==> config.mk <==
export PLATFORM = sky130hd
export DESIGN_NAME = alarm_ringer
export DESIGN_NICKNAME = d
export VERILOG_FILES = /design/src/rtl/alarm_pkg.sv /design/src/rtl/alarm_tick_gen.sv /design/src/rtl/alarm_ringer.sv
export SDC_FILE = /design/constraint.sdc
export NUM_CORES = 1
export LEC_CHECK = 0
export ABC_AREA = 1
export CORE_UTILIZATION = 40
export DETAILED_ROUTE_END_ITERATION = 10
export PLACE_DENSITY_LB_ADDON = 0.3
export RECOVER_POWER = 50
export SETUP_SLACK_MARGIN = 0.15
export SYNTH_ARGS = -nofsm -noshare
export SYNTH_HDL_FRONTEND = slang
export SYNTH_SLANG_ARGS = --single-unit
==> constraint.sdc <==
create_clock -name clk -period 2.6 [get_ports clk]
set_input_delay 0.26 -clock clk [delete_from_list [all_inputs] [get_ports clk]]
set_output_delay 0.26 -clock clk [all_outputs]
set_load 0.005 [all_outputs]
==> src/rtl/alarm_pkg.sv <==
// Shared types and width helpers for the alarm ringer.
package alarm_pkg;

    typedef enum logic [1:0] {
        IDLE   = 2'd0,
        RING   = 2'd1,
        SNOOZE = 2'd2
    } ring_state_t;

    localparam int DEF_CLK_HZ     = 100_000_000;
    localparam int DEF_TONE_HZ    = 2000;
    localparam int DEF_BEEP_HZ    = 2;
    localparam int DEF_RING_SEC   = 60;
    localparam int DEF_SNOOZE_SEC = 300;

    // Bits needed to count 0..n-1, never less than one.
    function automatic int cnt_w(input int n);
        return (n > 1) ? $clog2(n) : 1;
    endfunction

    function automatic int sec_w(input int ring_sec, input int snooze_sec);
        return cnt_w((ring_sec > snooze_sec) ? ring_sec : snooze_sec);
    endfunction

endpackage

==> src/rtl/alarm_tick_gen.sv <==
// Divide-by-N pulse generator: tick is high on the Nth enabled cycle after clear.
module alarm_tick_gen
    import alarm_pkg::*;
#(
    parameter int N = 2
) (
    input  logic clk,
    input  logic rst_n,
    input  logic clr,
    input  logic en,
    output logic tick
);

    localparam int W = cnt_w(N);

    logic [W-1:0] cnt;

    assign tick = en && (cnt == W'(N - 1));

    always_ff @(posedge clk or negedge rst_n) begin
        if (!rst_n) begin
            cnt <= '0;
        end else if (clr) begin
            cnt <= '0;
        end else if (en) begin
            cnt <= tick ? '0 : cnt + 1'b1;
        end
    end

endmodule

==> src/rtl/alarm_ringer.sv <==
// Alarm buzzer controller: bing edge -> gated tone for RING_SEC seconds, stop/snooze buttons.
// Optional snooze state is built only when ALARM_SNOOZE_EN is defined.
module alarm_ringer
    import alarm_pkg::*;
#(
    parameter int CLK_HZ     = DEF_CLK_HZ,
    parameter int TONE_HZ    = DEF_TONE_HZ,
    parameter int BEEP_HZ    = DEF_BEEP_HZ,
    parameter int RING_SEC   = DEF_RING_SEC,
    parameter int SNOOZE_SEC = DEF_SNOOZE_SEC
) (
    input  logic clk,
    input  logic rst_n,
    input  logic bing,
    input  logic alarm_en,
    input  logic stop_btn,
    input  logic snooze_btn,
    output logic buzzer,
    output logic ringing,
    output logic snoozing
);

    localparam int SEC_W     = sec_w(RING_SEC, SNOOZE_SEC);
    localparam int TONE_HALF = CLK_HZ / (2 * TONE_HZ);
    localparam int BEEP_HALF = CLK_HZ / (2 * BEEP_HZ);

    logic bing_s1, bing_s2, bing_d, bing_rise;
    ring_state_t state, state_n;
    logic ring_entry, timer_clr, timer_run;
    logic sec_tick, sec_done;
    logic [SEC_W-1:0] sec_cnt;
    logic tone_tick, beep_tick;
    logic tone_q, beep_on, tone_nxt, beep_nxt;

    always_ff @(posedge clk or negedge rst_n) begin
        if (!rst_n) begin
            bing_s1 <= 1'b0;
            bing_s2 <= 1'b0;
            bing_d  <= 1'b0;
        end else begin
            bing_s1 <= bing;
            bing_s2 <= bing_s1;
            bing_d  <= bing_s2;
        end
    end

    assign bing_rise = bing_s2 & ~bing_d;

    always_comb begin
        state_n = state;
        if (!alarm_en) begin
            state_n = IDLE;
        end else begin
            case (state)
                IDLE: if (bing_rise) state_n = RING;
                // A bing edge while already ringing is deliberately ignored.
                RING: begin
                    if (stop_btn)        state_n = IDLE;
`ifdef ALARM_SNOOZE_EN
                    else if (snooze_btn) state_n = SNOOZE;
`endif
                    else if (sec_done)   state_n = IDLE;
                end
`ifdef ALARM_SNOOZE_EN
                SNOOZE: begin
                    if (stop_btn)       state_n = IDLE;
                    else if (bing_rise) state_n = RING;
                    else if (sec_done)  state_n = RING;
                end
`endif
                default: state_n = IDLE;
            endcase
        end
    end

    always_ff @(posedge clk or negedge rst_n) begin
        if (!rst_n) state <= IDLE;
        else        state <= state_n;
    end

    assign ring_entry = (state_n == RING) && (state != RING);

`ifdef ALARM_SNOOZE_EN
    assign timer_clr = ring_entry || ((state_n == SNOOZE) && (state != SNOOZE));
    assign timer_run = (state == RING) || (state == SNOOZE);
    assign sec_done  = sec_tick &&
                       (sec_cnt == ((state == SNOOZE) ? SEC_W'(SNOOZE_SEC - 1) : SEC_W'(RING_SEC - 1)));
    assign snoozing  = (state == SNOOZE);
`else
    logic unused_snooze_btn;
    assign unused_snooze_btn = snooze_btn;
    assign timer_clr = ring_entry;
    assign timer_run = (state == RING);
    assign sec_done  = sec_tick && (sec_cnt == SEC_W'(RING_SEC - 1));
    assign snoozing  = 1'b0;
`endif

    assign ringing = (state == RING);

    alarm_tick_gen #(.N(CLK_HZ)) u_sec_tick (
        .clk(clk), .rst_n(rst_n), .clr(timer_clr), .en(timer_run), .tick(sec_tick)
    );

    alarm_tick_gen #(.N(TONE_HALF)) u_tone_tick (
        .clk(clk), .rst_n(rst_n), .clr(ring_entry), .en(ringing), .tick(tone_tick)
    );

    alarm_tick_gen #(.N(BEEP_HALF)) u_beep_tick (
        .clk(clk), .rst_n(rst_n), .clr(ring_entry), .en(ringing), .tick(beep_tick)
    );

    always_ff @(posedge clk or negedge rst_n) begin
        if (!rst_n) begin
            sec_cnt <= '0;
        end else if (timer_clr) begin
            sec_cnt <= '0;
        end else if (sec_tick) begin
            sec_cnt <= sec_done ? '0 : sec_cnt + 1'b1;
        end
    end

    // Buzzer is registered from next-cycle values so it stays aligned with ringing.
    assign tone_nxt = ring_entry ? 1'b0 : (tone_tick ? ~tone_q  : tone_q);
    assign beep_nxt = ring_entry ? 1'b1 : (beep_tick ? ~beep_on : beep_on);

    always_ff @(posedge clk or negedge rst_n) begin
        if (!rst_n) begin
            tone_q  <= 1'b0;
            beep_on <= 1'b0;
            buzzer  <= 1'b0;
        end else begin
            tone_q  <= tone_nxt;
            beep_on <= beep_nxt;
            buzzer  <= tone_nxt & beep_nxt & (state_n == RING);
        end
    end

endmodule

### Yosys cells after proc, flatten, opt, wreduce, memory -nomap -nowiden

Cells that the tools add are included.

| storage, ports and cells | value |
|---|---|
| register bits after elaboration | 84 |
| input port bits | 6 |
| word-level logic and storage cells | 57 |

| cells by class | value |
|---|---|
| add/subtract/negate cells | 4 |
| equal/unequal tests | 7 |
| muxes and demuxes | 21 |
| bitwise operators | 6 |
| reduce and logical (&&, ||, !) cells | 8 |

Operators with widths:

| kind | number |
|---|---|
| $mux 27 | 3 |
| $mux 25 | 3 |
| $mux 15 | 3 |
| $add 27x1->27 const B | 1 |
| $eq 27x27->1 const B | 1 |
| $mux 9 | 3 |
| $add 25x1->25 const B | 1 |
| $eq 25x25->1 const B | 1 |
| $add 15x1->15 const B | 1 |
| $eq 15x15->1 const B | 1 |
| $add 9x1->9 const B | 1 |
| $eq 9x6->1 const B | 1 |
| $mux 2 | 4 |
| $logic_and 1x1->1 | 5 |
| $eq 2x1->1 const B | 2 |
| $mux 1 | 4 |
| $pmux 2 s2 | 1 |
| $reduce_bool 2->1 | 2 |
| $and 1x1->1 | 3 |
| $not 1->1 | 3 |
| $logic_not 2->1 | 1 |
| $ne 2x1->1 const B | 1 |

### Logic depth before layout (Yosys ltp)

| logic depth | value |
|---|---|
| depth after elaboration | 12 |
| depth in mapped cells | 13 |
| mapped depth without buffers | 12 |

### Modules after synthesis

A second synthesis with hierarchy kept.

| unflattened totals | value |
|---|---|
| cells, all modules | 765 |
| area, all modules | 5,373.9 µm² |

By module, submodules not included:

| module | times used | cells each | area an instance (µm²) | seq. area each (µm²) |
|---|---|---|---|---|
| alarm_tick_gen at u_sec_tick | 1 | 270 | 1,816.7 | 675.6 |
| alarm_tick_gen at u_beep_tick | 1 | 229 | 1,590.3 | 625.6 |
| alarm_tick_gen at u_tone_tick | 1 | 153 | 1,029.7 | 375.4 |
| alarm_ringer | 1 | 113 | 937.1 | 425.4 |

### Least setup slack after synthesis

No wires, ideal clock.

| timing path | value |
|---|---|
| kind | reg-to-reg |
| start | reg u_sec_tick.cnt[0] |
| end | reg u_sec_tick.cnt[2] |
| setup time | 0.117 ns |
| arrival time | 1.714 ns |
| required time | 2.483 ns |
| setup slack | 0.769 ns |
| cell stages (with the launch flop) | 14 |
| buffers on the path | 1 |
| cells stage by stage | dfrtp_1 > ha_1 > nand2_2 > nor2_4 > nand2_4 > nor2_4 > nand3_1 > nand2_1 > nand2_2 > nand2_4 > nand2_4 > buf_6 > nand3_1 > nand2_1 |

| between the ends | value |
|---|---|
| cells in the longest elaborated chain, start to end | 10 |
| elaborated cells on any way between the ends | 14 |

RTL lines:

| element | line | text |
|---|---|---|
| from (decl) | alarm_tick_gen.sv:16 | `logic [W-1:0] cnt;` |
| from (signal assigned) | alarm_tick_gen.sv:26 | `cnt <= tick ? '0 : cnt + 1'b1;` |
| $eq 27x27->1 | alarm_tick_gen.sv:18 | `assign tick = en && (cnt == W'(N - 1));` |
| $logic_and 1x1->1 | alarm_tick_gen.sv:18 |  |
| $logic_and 1x1->1 | alarm_ringer.sv:94 | `assign sec_done = sec_tick && (sec_cnt == SEC_W'(RING_SEC - 1));` |
| $mux 2 | alarm_ringer.sv:62 | `else if (sec_done) state_n = IDLE;` |
| $mux 2 | alarm_ringer.sv:58 | `if (stop_btn) state_n = IDLE;` |
| $pmux 2 s2 | alarm_ringer.sv:54 | `case (state)` |
| $mux 2 | alarm_ringer.sv:51 | `if (!alarm_en) begin` |
| $eq 2x1->1 | alarm_ringer.sv:81 | `assign ring_entry = (state_n == RING) && (state != RING);` |
| $logic_and 1x1->1 | alarm_ringer.sv:81 |  |
| $mux 27 / $reduce_bool 2->1 (equally long branches) | n/a |  |

Parallel ways exist; a longest one is shown, timed or not. The select of a mux whose other input is x is not followed.
A chain may end at the register's enable or synchronous reset.

### Worst setup path in the final report

| timing path | value |
|---|---|
| start | reg u_sec_tick.cnt[0] |
| end | reg u_tone_tick.cnt[5] |

| between the ends | value |
|---|---|
| cells in the longest elaborated chain, start to end | 10 |
| elaborated cells on any way between the ends | 11 |

RTL lines:

| element | line |
|---|---|
| $eq 27x27->1 * | alarm_tick_gen.sv:18 |
| $logic_and 1x1->1 * | alarm_tick_gen.sv:18 |
| $logic_and 1x1->1 * | alarm_ringer.sv:94 |
| $mux 2 * | alarm_ringer.sv:62 |
| $mux 2 * | alarm_ringer.sv:58 |
| $pmux 2 s2 * | alarm_ringer.sv:54 |
| $mux 2 * | alarm_ringer.sv:51 |
| $eq 2x1->1 * | alarm_ringer.sv:81 |
| $logic_and 1x1->1 * | alarm_ringer.sv:81 |
| $mux 15 / $reduce_bool 2->1 (equally long branches) | n/a |
| to (signal assigned) | alarm_tick_gen.sv:26 |
| to (decl) | alarm_tick_gen.sv:16 |

Every way passes the cells marked *; elsewhere a longest branch is shown, timed or not.

==> impl_metrics.tcl <==
set metrics [dict create \
    outcome "completed" \
    power.density_cell_area_nw_per_um2 522.5 \
    critical_path.max_fanout 31 \
    grt_max_degree 49 \
    final_core_util_pct 45.27 \
    cts_root_buffer "sky130_fd_sc_hd__clkbuf_16" \
    route.vias.total 4940 \
    crit_required_ps 2880 \
    gate_count_after_technology_mapping 805 \
    drcViolationCount 0 \
    clock_latency_at_the_later_pin_of_the_worst_skew_pair_ps 350 \
    power_frac_clock_pct 42.0 \
    share_seq_of_total_power_pct 47.9 \
    sw_share_pct 27.52 \
    wl_mm 12.62 \
    synth_fa_ha_area_share_pct 0.9017 \
    post_synth_and_or_nand_nor_area_fraction_pct 40.67 \
    routed_via_density 4.980 \
    yosys.cell_types.count 35 \
    vdd.ir_drop.worst_v 0.0005597 \
    maxSlewHeadroom_pct 18.26 \
    diodes 0 \
    placed_area_um2 5752 \
    cts-root-to-sink-buffers 2 \
    areaGrowthSynthToFinish_pct 9.288 \
    postSynthAreaPerCell_um2 6.895 \
    worst_margin_pin_slew_ps 1226 \
    slew_violations 0 \
    placementRows 42 \
    ios 9 \
    synth-warning-count 0 \
    cts-buffers-inserted 9 \
    detailedPlacementHpwl_mm 8.788 \
    fin_tns_setup_ps 0 \
    timing.hold.worst.class "flip-flop to flip-flop" \
    die_area_um2 14350 \
    crit_path_start_kind "flip-flop" \
    dpl.cell_count 975 \
    fp.dieH_um 119.8 \
    cts.clk_slew.worst_paths_ps 60 \
    synth_sequential_area_ratio_pct 37.87 \
    power.switching_mw 0.8722 \
    timing.hold.ws_ps 352.6 \
    ys_seq_elements 84 \
    total_internal_power_mw 2.297 \
    setup.reg_to_reg.worst_slack_ps 360 \
    antenna_violations_before_repair 0 \
    muxShareOfSynthArea_pct 0 \
    holdPathEnd "bing_s2" \
    depth_of_the_cts_h_tree 3 \
    timing.critical_path.arrival_ps 2520 \
    setup_viol 0 \
    hold_viol_final 0 \
    drive_above_1_share_pct 8.333 \
    crit_path_end_kind "flip-flop" \
    final_common_cell "sky130_fd_sc_hd__nand2_1" \
    yosys.area_share.xor_xnor_pct 2.840 \
    setup_clock_skew_after_layout_ps 4.767 \
    period_minus_slack_ps 2244 \
    clock_sink_count 84 \
    place_congestion 0.9034 \
    r2r_cells 12 \
    detail_route.first_pass.iterations 5 \
    drt-wirelength-per-cell_um 12.72 \
    antenna_violating_nets_post_route 0 \
    grt_first_pass_wirelength_mm 22.16 \
    grt_util_all_layers_pct 19.25 \
    drt_iter0_drc 306 \
    non_filler_cell_area_final_um2 6066 \
    grt.overflow.total 0 \
    r2r_start "u_sec_tick.cnt[0]" \
    fmaxAchievable_mhz 445.6 \
    timing.hold.worst.start "bing_s1" \
    core_region_area_um2 13400 \
    floorplan.initialDensity_pct 41.42 \
    hold_path_depth 0 \
    fin_cells 992 \
    critPathKind "flip-flop to flip-flop" \
    number_of_global_route_vias_before_repair 4778 \
    mostFrequentLayoutCells "209 x sky130_fd_sc_hd__nand2_1, 138 x sky130_fd_sc_hd__nand3_1, 107 x sky130_fd_sc_hd__inv_1" \
    die_width_um 119.8 \
    tritoncts_clock_tree "done" \
    comb_power_share_pct 10.1 \
    compound_cell_area_share_of_the_yosys_netlist_pct 6.966 \
    port-buffer-count 6 \
    reg_to_reg_critical_path_endpoint "u_tone_tick.cnt[5]" \
    finish.net_count 821 \
    cap_viol_max_count 0 \
    static-leakage-power_nw 2.899 \
    period_share_pct 86.31 \
    grt_setup_unrepaired "true" \
    synthesis.area_um2 5550 \
    dominant_combinational_cell_family_by_area_after_synthesis "simple AND/OR/NAND/NOR gates" \
]
[final cells by class]
| cell class | count | area, µm² |
|---|---|---|
| clock buffer | 10 | 239.0 |
| clock inverter | 6 | 63.81 |
| fill | 1365 | 7335 |
| inverter | 110 | 412.9 |
| multi-input combinational | 589 | 2859 |
| sequential | 84 | 2102 |
| tap | 176 | 220.2 |
| timing repair buffer | 17 | 168.9 |
[critical path, stage by stage, from the launching register on]
cell	delay (ps)
sky130_fd_sc_hd__dfrtp_1	410
sky130_fd_sc_hd__ha_1	290
sky130_fd_sc_hd__nand2_2	110
sky130_fd_sc_hd__nor2_4	170
sky130_fd_sc_hd__nand2_4	110
sky130_fd_sc_hd__nor2_4	120
sky130_fd_sc_hd__nand3_1	90
sky130_fd_sc_hd__nand2_1	90
sky130_fd_sc_hd__nand2_2	80
sky130_fd_sc_hd__nand2_4	80
sky130_fd_sc_hd__nand2_4	220
sky130_fd_sc_hd__buf_4	270
sky130_fd_sc_hd__o21ai_2	120
[cells by family (layout without fill, tap and decap cells)]
kind of cell / count (synthesis) / in the layout
AND/OR/NAND/NOR: 508 / 508
buffers and inverters: 133 / 143
flip-flops: 84 / 84
AO/OA/AOI/OAI: 57 / 57
XOR/XNOR: 18 / 18
adder cells (fa/ha/maj): 4 / 4
other: 1 / 2
[what timing repair did]
action                                  in CTS  in global routing
setup buffers                                0                  0
hold buffers                                 1                  0
endpoints found under the setup margin       0                 44
resized for setup                            0                  1
endpoints found under the hold margin       47                  0
[power groups by stage]
stage               sequential (mW)  combinational [mW]  clock, mW
global placement               1.54               0.319          0
finish                         1.52               0.320       1.33
detailed placement             1.54               0.325          0
floorplan                      1.51               0.253          0
CTS                            1.51               0.327       1.36
global route                   1.53               0.375       1.41
[Yosys cell counts (all sizes together)]
cell    count  area, µm²
nor3       23      120.1
nor2       99      394.1
nand3     139      700.7
nand3b      4      30.03
ha          4      50.05
a21oi       7      42.54
nand2     215      837.1
xnor2       5      43.79
and2        1      6.260
nor4        3      18.77
buf        18      161.4
o211ai      2      15.01
xor2       13      113.9
o21bai      2      15.01
clkinv      1      3.750
nand4      17      106.4
o21ai      45      307.8
or2         5      31.28
dfrtp      84       2102
clkbuf      5      18.77
conb        1      3.750
inv       109      409.2
and3        2      12.51
a31oi       1      6.260
[routing by layer]
metal	track usage (%)	up-vias	wire [µm]
met5	0	-	0
met4	5.859	0	164
met3	4.325	15	370
met2	31.43	66	5821
met1	25.34	2270	6263
li1	-	2589	-
[worst max path at each step]
stage / to / startpoint / cells after the start / slack (ps)
2_1_floorplan: u_sec_tick.cnt[2] / u_sec_tick.cnt[0] / 13 / 770
5_1_grt: u_tone_tick.cnt[5] / u_sec_tick.cnt[0] / 12 / 140
4_1_cts: buzzer / u_sec_tick.cnt[0] / 13 / 230
6_report: u_tone_tick.cnt[5] / u_sec_tick.cnt[0] / 12 / 360
3_3_place_gp: buzzer / u_sec_tick.cnt[0] / 13 / 280
3_5_place_dp: buzzer / u_sec_tick.cnt[0] / 13 / 250
[sequential cells by signal (all words and copies together), names as in the netlist]
register / flops
state: 2
tone_q: 1
sec_cnt: 9
buzzer: 1
u_beep_tick.cnt: 25
u_sec_tick.cnt: 27
bing_d: 1
bing_s2: 1
bing_s1: 1
beep_on: 1
u_tone_tick.cnt: 15
[stage by stage]
stage,power [mW],setup slack (ps)
floorplan,1.763,768.7
global route,3.315,142.4
detailed placement,1.862,246.5
global placement,1.856,277.5
CTS,3.203,231.0
finish,3.169,355.9
(Power assumes the default switching activity.)
